**config.mk**
```make
export PLATFORM = sky130hd
export DESIGN_NAME = mem_stage_wb
export DESIGN_NICKNAME = d
export VERILOG_FILES = /design/src/rtl/mem_stage_wb.sv
export SDC_FILE = /design/constraint.sdc
export NUM_CORES = 1
export LEC_CHECK = 0
export BUFFER_PORTS_ARGS = -buffer_cell sky130_fd_sc_hd__buf_2
export CAP_MARGIN = 40
export CORE_MARGIN = 5
export CORE_UTILIZATION = 47
export DETAILED_ROUTE_END_ITERATION = 8
export PLACE_DENSITY = 0.81
export SYNTH_ARGS = -nofsm -noshare
export SYNTH_HDL_FRONTEND = slang
export SYNTH_SLANG_ARGS = --single-unit
export TNS_END_PERCENT = 10
```
**constraint.sdc**
```tcl
create_clock -name clk -period 3.8 [get_ports clk]
set_input_delay 0 -clock clk [delete_from_list [all_inputs] [get_ports clk]]
set_output_delay 0 -clock clk [all_outputs]
set_load 0.05 [all_outputs]
```
**src/rtl/mem_stage_wb.sv**
```systemverilog
// Memory-access stage and MEM/WB pipeline register: issues loads/stores over a
// req/ack data-memory port, stalls upstream while busy, and registers the writeback result.
module mem_stage_wb #(
   parameter int unsigned MAX_WAIT = 16
) (
   input  logic        clk,
   input  logic        reset,
   input  logic        regwrite_m,
   input  logic        memwrite_m,
   input  logic [1:0]  memtoreg_m,
   input  logic [31:0] aluout_m,
   input  logic [31:0] writedata_m,
   input  logic [4:0]  writereg_m,
   input  logic [31:0] pcplus4_m,
   output logic        stall_m,
   output logic        dmem_req,
   output logic        dmem_we,
   output logic [31:0] dmem_addr,
   output logic [31:0] dmem_wdata,
   input  logic [31:0] dmem_rdata,
   input  logic        dmem_ack,
   output logic        regwrite_w,
   output logic [4:0]  writereg_w,
   output logic [31:0] result_w,
   output logic        mem_err
);

   localparam int unsigned CNT_W = (MAX_WAIT > 1) ? $clog2(MAX_WAIT) : 1;
   localparam logic [CNT_W-1:0] CNT_LAST = CNT_W'(MAX_WAIT - 1);

   localparam logic [1:0] SEL_ALU  = 2'b00;
   localparam logic [1:0] SEL_LOAD = 2'b01;
   localparam logic [1:0] SEL_LINK = 2'b10;

   typedef enum logic [0:0] {
      S_IDLE   = 1'b0,
      S_ACCESS = 1'b1
   } state_t;

   state_t            state_q, state_d;
   logic [CNT_W-1:0]  cnt_q, cnt_d;

   logic              req_d, we_d, regwrite_d, err_d;
   logic [31:0]       addr_d, wdata_d, result_d;
   logic [4:0]        writereg_d;

   logic              is_load_c, mem_op_c, misaligned_c, timeout_c;
   logic [31:0]       alu_result_c;

   assign is_load_c    = (memtoreg_m == SEL_LOAD);
   assign mem_op_c     = memwrite_m | is_load_c;
   assign misaligned_c = (aluout_m[1:0] != 2'b00);
   assign timeout_c    = (cnt_q == CNT_LAST);
   // Reserved select 11 behaves like the ALU path.
   assign alu_result_c = (memtoreg_m == SEL_LINK) ? pcplus4_m : aluout_m;

   // State register
   always_ff @(posedge clk or posedge reset) begin
      if (reset) begin
         state_q <= S_IDLE;
      end else begin
         state_q <= state_d;
      end
   end

   // Next-state logic
   always_comb begin
      state_d = state_q;
      case (state_q)
         S_IDLE: begin
            if (mem_op_c && !misaligned_c) begin
               state_d = S_ACCESS;
            end
         end
         S_ACCESS: begin
            if (dmem_ack || timeout_c) begin
               state_d = S_IDLE;
            end
         end
         default: state_d = S_IDLE;
      endcase
   end

   // Stall and next values of the registered outputs
   always_comb begin
      stall_m    = 1'b0;
      cnt_d      = cnt_q;
      req_d      = dmem_req;
      we_d       = dmem_we;
      addr_d     = dmem_addr;
      wdata_d    = dmem_wdata;
      regwrite_d = 1'b0;
      writereg_d = writereg_w;
      result_d   = result_w;
      err_d      = 1'b0;
      case (state_q)
         S_IDLE: begin
            if (!mem_op_c) begin
               regwrite_d = regwrite_m;
               writereg_d = writereg_m;
               result_d   = alu_result_c;
            end else if (misaligned_c) begin
               err_d = 1'b1;
            end else begin
               stall_m = 1'b1;
               cnt_d   = '0;
               req_d   = 1'b1;
               we_d    = memwrite_m;
               addr_d  = aluout_m;
               wdata_d = writedata_m;
            end
         end
         S_ACCESS: begin
            if (dmem_ack) begin
               req_d      = 1'b0;
               regwrite_d = regwrite_m;
               writereg_d = writereg_m;
               result_d   = is_load_c ? dmem_rdata : aluout_m;
            end else if (timeout_c) begin
               req_d = 1'b0;
               err_d = 1'b1;
            end else begin
               stall_m = 1'b1;
               cnt_d   = cnt_q + CNT_W'(1);
            end
         end
         default: begin
            req_d = 1'b0;
         end
      endcase
   end

   // Datapath and output registers
   always_ff @(posedge clk or posedge reset) begin
      if (reset) begin
         cnt_q      <= '0;
         dmem_req   <= 1'b0;
         dmem_we    <= 1'b0;
         dmem_addr  <= '0;
         dmem_wdata <= '0;
         regwrite_w <= 1'b0;
         writereg_w <= '0;
         result_w   <= '0;
         mem_err    <= 1'b0;
      end else begin
         cnt_q      <= cnt_d;
         dmem_req   <= req_d;
         dmem_we    <= we_d;
         dmem_addr  <= addr_d;
         dmem_wdata <= wdata_d;
         regwrite_w <= regwrite_d;
         writereg_w <= writereg_d;
         result_w   <= result_d;
         mem_err    <= err_d;
      end
   end

endmodule

```
==> flow_summary_export.csv <==
group,metric,value,unit
die,row_count,38,
cts,cts_root_buffer,"clkbuf_8",
drt,drtIter0Drc,527,
drt,drc,0,
timing,slew_headroom,0.410,
worst_setup_path,r2r_cells,5,
yosys,synth_cell_types,35,
yosys,synth_seq_cells,110,
worst_setup_path,critPathArrivalTime,2.62,ns
worst_setup_path,cp_max_fo,71,
timing,fin_tns_setup,0,ns
cts,clkTransAtPathRegs,0.10,ns
yosys,syn-num-nets,575,
yosys,yosysWarningCount,0,
worst_setup_path,r2r_setup_slack,1.21,ns
power_and_ir_drop,p_leak,3.67,nW
yosys,synth_common_cells,"dfrtp_1 (110), mux2_2 (63), a22o_1 (31)",
final_layout,area_growth,44.1,%
global_routing,grt_start_max_net_pins,72,
cts,htreeDepth,3,
die,die_y,115,um
timing,maxSlewViolCount,0,
global_routing,grt-ovfl-total,0,
yosys,synth_edf_count,0,
cts,cts_tree,"done",
worst_setup_path,endpoint,"stall_m",
global_routing,grtUsageTotal,0.255,
worst_setup_path,start_kind,"flip-flop",
yosys,synth.area.top_cells,"dfrtp_1 (53%), mux2_2 (14%), a22o_1 (5.3%)",
drt,vias_per_cell,5.65,
power_and_ir_drop,p_sw,0.00195,W
cts,cts_buffers,9,
yosys,syn_area,5150,sq um
final_layout,num-nets-final,874,
hold_path,hp-class,"input port to flip-flop",
placed_design,port_buffers,245,
worst_setup_path,worstPathRequired,3.80,ns
global_routing,grt_pass1_wl,26600,um
die,ioPinCount,246,
global_routing,grt_pass1_vias,5343,
die,start_util,0.477,
power_and_ir_drop,p_seq_frac,0.373,
power_and_ir_drop,power.clock.fraction,0.172,
yosys,synthArstFlopShare,1.00,
yosys,syn_area_per_cell,11.9,sq um
timing,setup_viol,0,
placed_design,dp_cells,787,
timing,worst_pin_slew,0.886,ns
timing,fin_crit,2.62,ns
power_and_ir_drop,power_frac_comb,0.456,
yosys,synthMostInstantiatedCell,"dfrtp_1",
power_and_ir_drop,ir_drop,0.343,mV
drt,drtAntennaViolNets,0,
worst_setup_path,r2r_end,"result_w[9]",
cts,post_cts_buffers,0,
status,status,"finished clean",
yosys,yosysTopAreaCell,"dfrtp_1",
placed_design,place_hpwl,11200,um
timing,rsz0062_at_grt,"no",
die,core_area,10800,sq um
timing,hold_violations,0,
timing,fin_skew,0.00600,ns
die,dieArea,13200,sq um
drt,routed_wl,17000,um
die,chipWidth,115,um
flow_run,cap_violations,0,
timing,fmax,382,MHz
worst_setup_path,critPathKind,"flip-flop to output port",
global_routing,grt_antenna_before_repair,1,
power_and_ir_drop,p_sw_frac,0.455,
final_layout,final_area,7430,sq um
worst_setup_path,crit_path_end_kind,"output port",
final_layout,layoutNonFillerInstCount,879,
drt,dr.pass1.iters,5,
placed_design,post_dp_cell_area,6470,sq um
power_and_ir_drop,powerDensity,579,nW/um^2
placed_design,place_congestion,0.926,
worst_setup_path,reg2reg_from,"state_q",
power_and_ir_drop,p_int,0.00234,W
yosys,synth-main-ff-cell,"dfrtp_1",
worst_setup_path,critPathLaunch,"state_q",
cts,clk_latency,0.37,ns
drt,wl_per_cell,19.3,um
drt,via_count,4962,
cts,cts_max_path_buffers,2,
cts,clkSinkCount,110,
yosys,synth_top_area_frac,0.534,
yosys,syn_inst,434,
final_layout,drive_gt1_frac,0.463,
timing,fin_crit_sh,0.689,
yosys,yosysSeqAreaShare,0.534,
-- power groups by stage --
stage          logic (W)  clock network, W  registers [W]
2_1_floorplan   0.000467                 0        0.00254
3_3_place_gp     0.00186                 0        0.00160
3_5_place_dp     0.00190                 0        0.00162
4_1_cts          0.00196          0.000756        0.00160
5_1_grt          0.00205          0.000809        0.00164
6_report         0.00196          0.000737        0.00160
-- how the worst min path moves through the flow --
| stage | start | endpoint | slack, ns | depth (start not counted) |
|---|---|---|---|---|
| after floorplan | regwrite_m | regwrite_w | 0.14 | 1 |
| final | pcplus4_m[23] | result_w[23] | 0.02 | 3 |
| after CTS | pcplus4_m[23] | result_w[23] | 0.0006 | 3 |
| after global routing | pcplus4_m[23] | result_w[23] | 0.005 | 3 |
| after detailed placement | reset | dmem_wdata[8] | -0.04 | 2 |
| after global placement | writedata_m[7] | dmem_wdata[7] | 0.23 | 2 |
-- placed cells by master, fill, tap and decap left out, types with 22 or more instances in the layout --
cell	count
o22ai_1	24
mux2_2	63
dlygate4sd3_1	75
a22o_1	31
a21oi_1	23
o32ai_1	22
nor2_1	23
nor3_1	23
buf_2	245
dfrtp_1	110
-- cell families (layout without fill, tap and decap cells) --
group,count (synthesis),after routing,synth area share
AOI/OAI and AO/OA,128,128,0.183
DFF,110,110,0.534
muxes,79,79,0.174
and+or+nand+nor,73,73,0.0678
buffers and inverters,43,347,0.0391
adders and majority gates,1,1,0.00243
other,0,1,0
-- sequential cells by signal, indices dropped and copies added, names as in the netlist --
name,cells
result_w,32
regwrite_w,1
dmem_addr,32
cnt_q,4
writereg_w,5
dmem_we,1
mem_err,1
state_q,1
dmem_req,1
dmem_wdata,32
-- stage by stage --
stage	hold slack, ns	utilization	power, W	worst slack [ns]
3_3_place_gp	0.231	0.595	0.00346	1.40
5_1_grt	0.00460	0.688	0.00450	0.994
4_1_cts	0.000565	0.688	0.00431	1.13
2_1_floorplan	0.138	-	0.00301	0.898
3_5_place_dp	-0.0366	0.599	0.00351	1.27
6_report	0.0177	0.688	0.00430	1.18
-- what timing repair did --
item                                   4_1_cts  5_1_grt
hold buffers                                75        0
endpoints found under the hold margin      165        0
gates resized for setup                      0        0
-- metal layers --
metal / part of all wire / wire length (um) / up-vias / global-route usage
met3: 0.086 / 1450 / 39 / 0.0534
met5: 0.00041 / 7 / - / 0
met4: 0.028 / 467 / 2 / 0.117
met2: 0.52 / 8820 / 281 / 0.457
li1: - / - / 2247 / -
met1: 0.37 / 6210 / 2393 / 0.292
-- layout make-up --
cell class,instances,area [sq um]
Antenna cell,1,2.50
Clock buffer,10,138
Clock inverter,6,68.8
Fill cell,810,3370
Inverter,3,13.8
Multi-Input combinational cell,281,2210
Sequential cell,110,2750
Tap cell,140,175
Timing Repair Buffer,328,2060
-- worst max-delay path: stages, from the launching register on --
cell and delay [ns]:
dfrtp_1 0.78, nor3_1 0.19, o21ai_4 0.09, buf_4 0.69, nand2_1 0.20, buf_2 0.28
(Power assumes the default switching activity.)
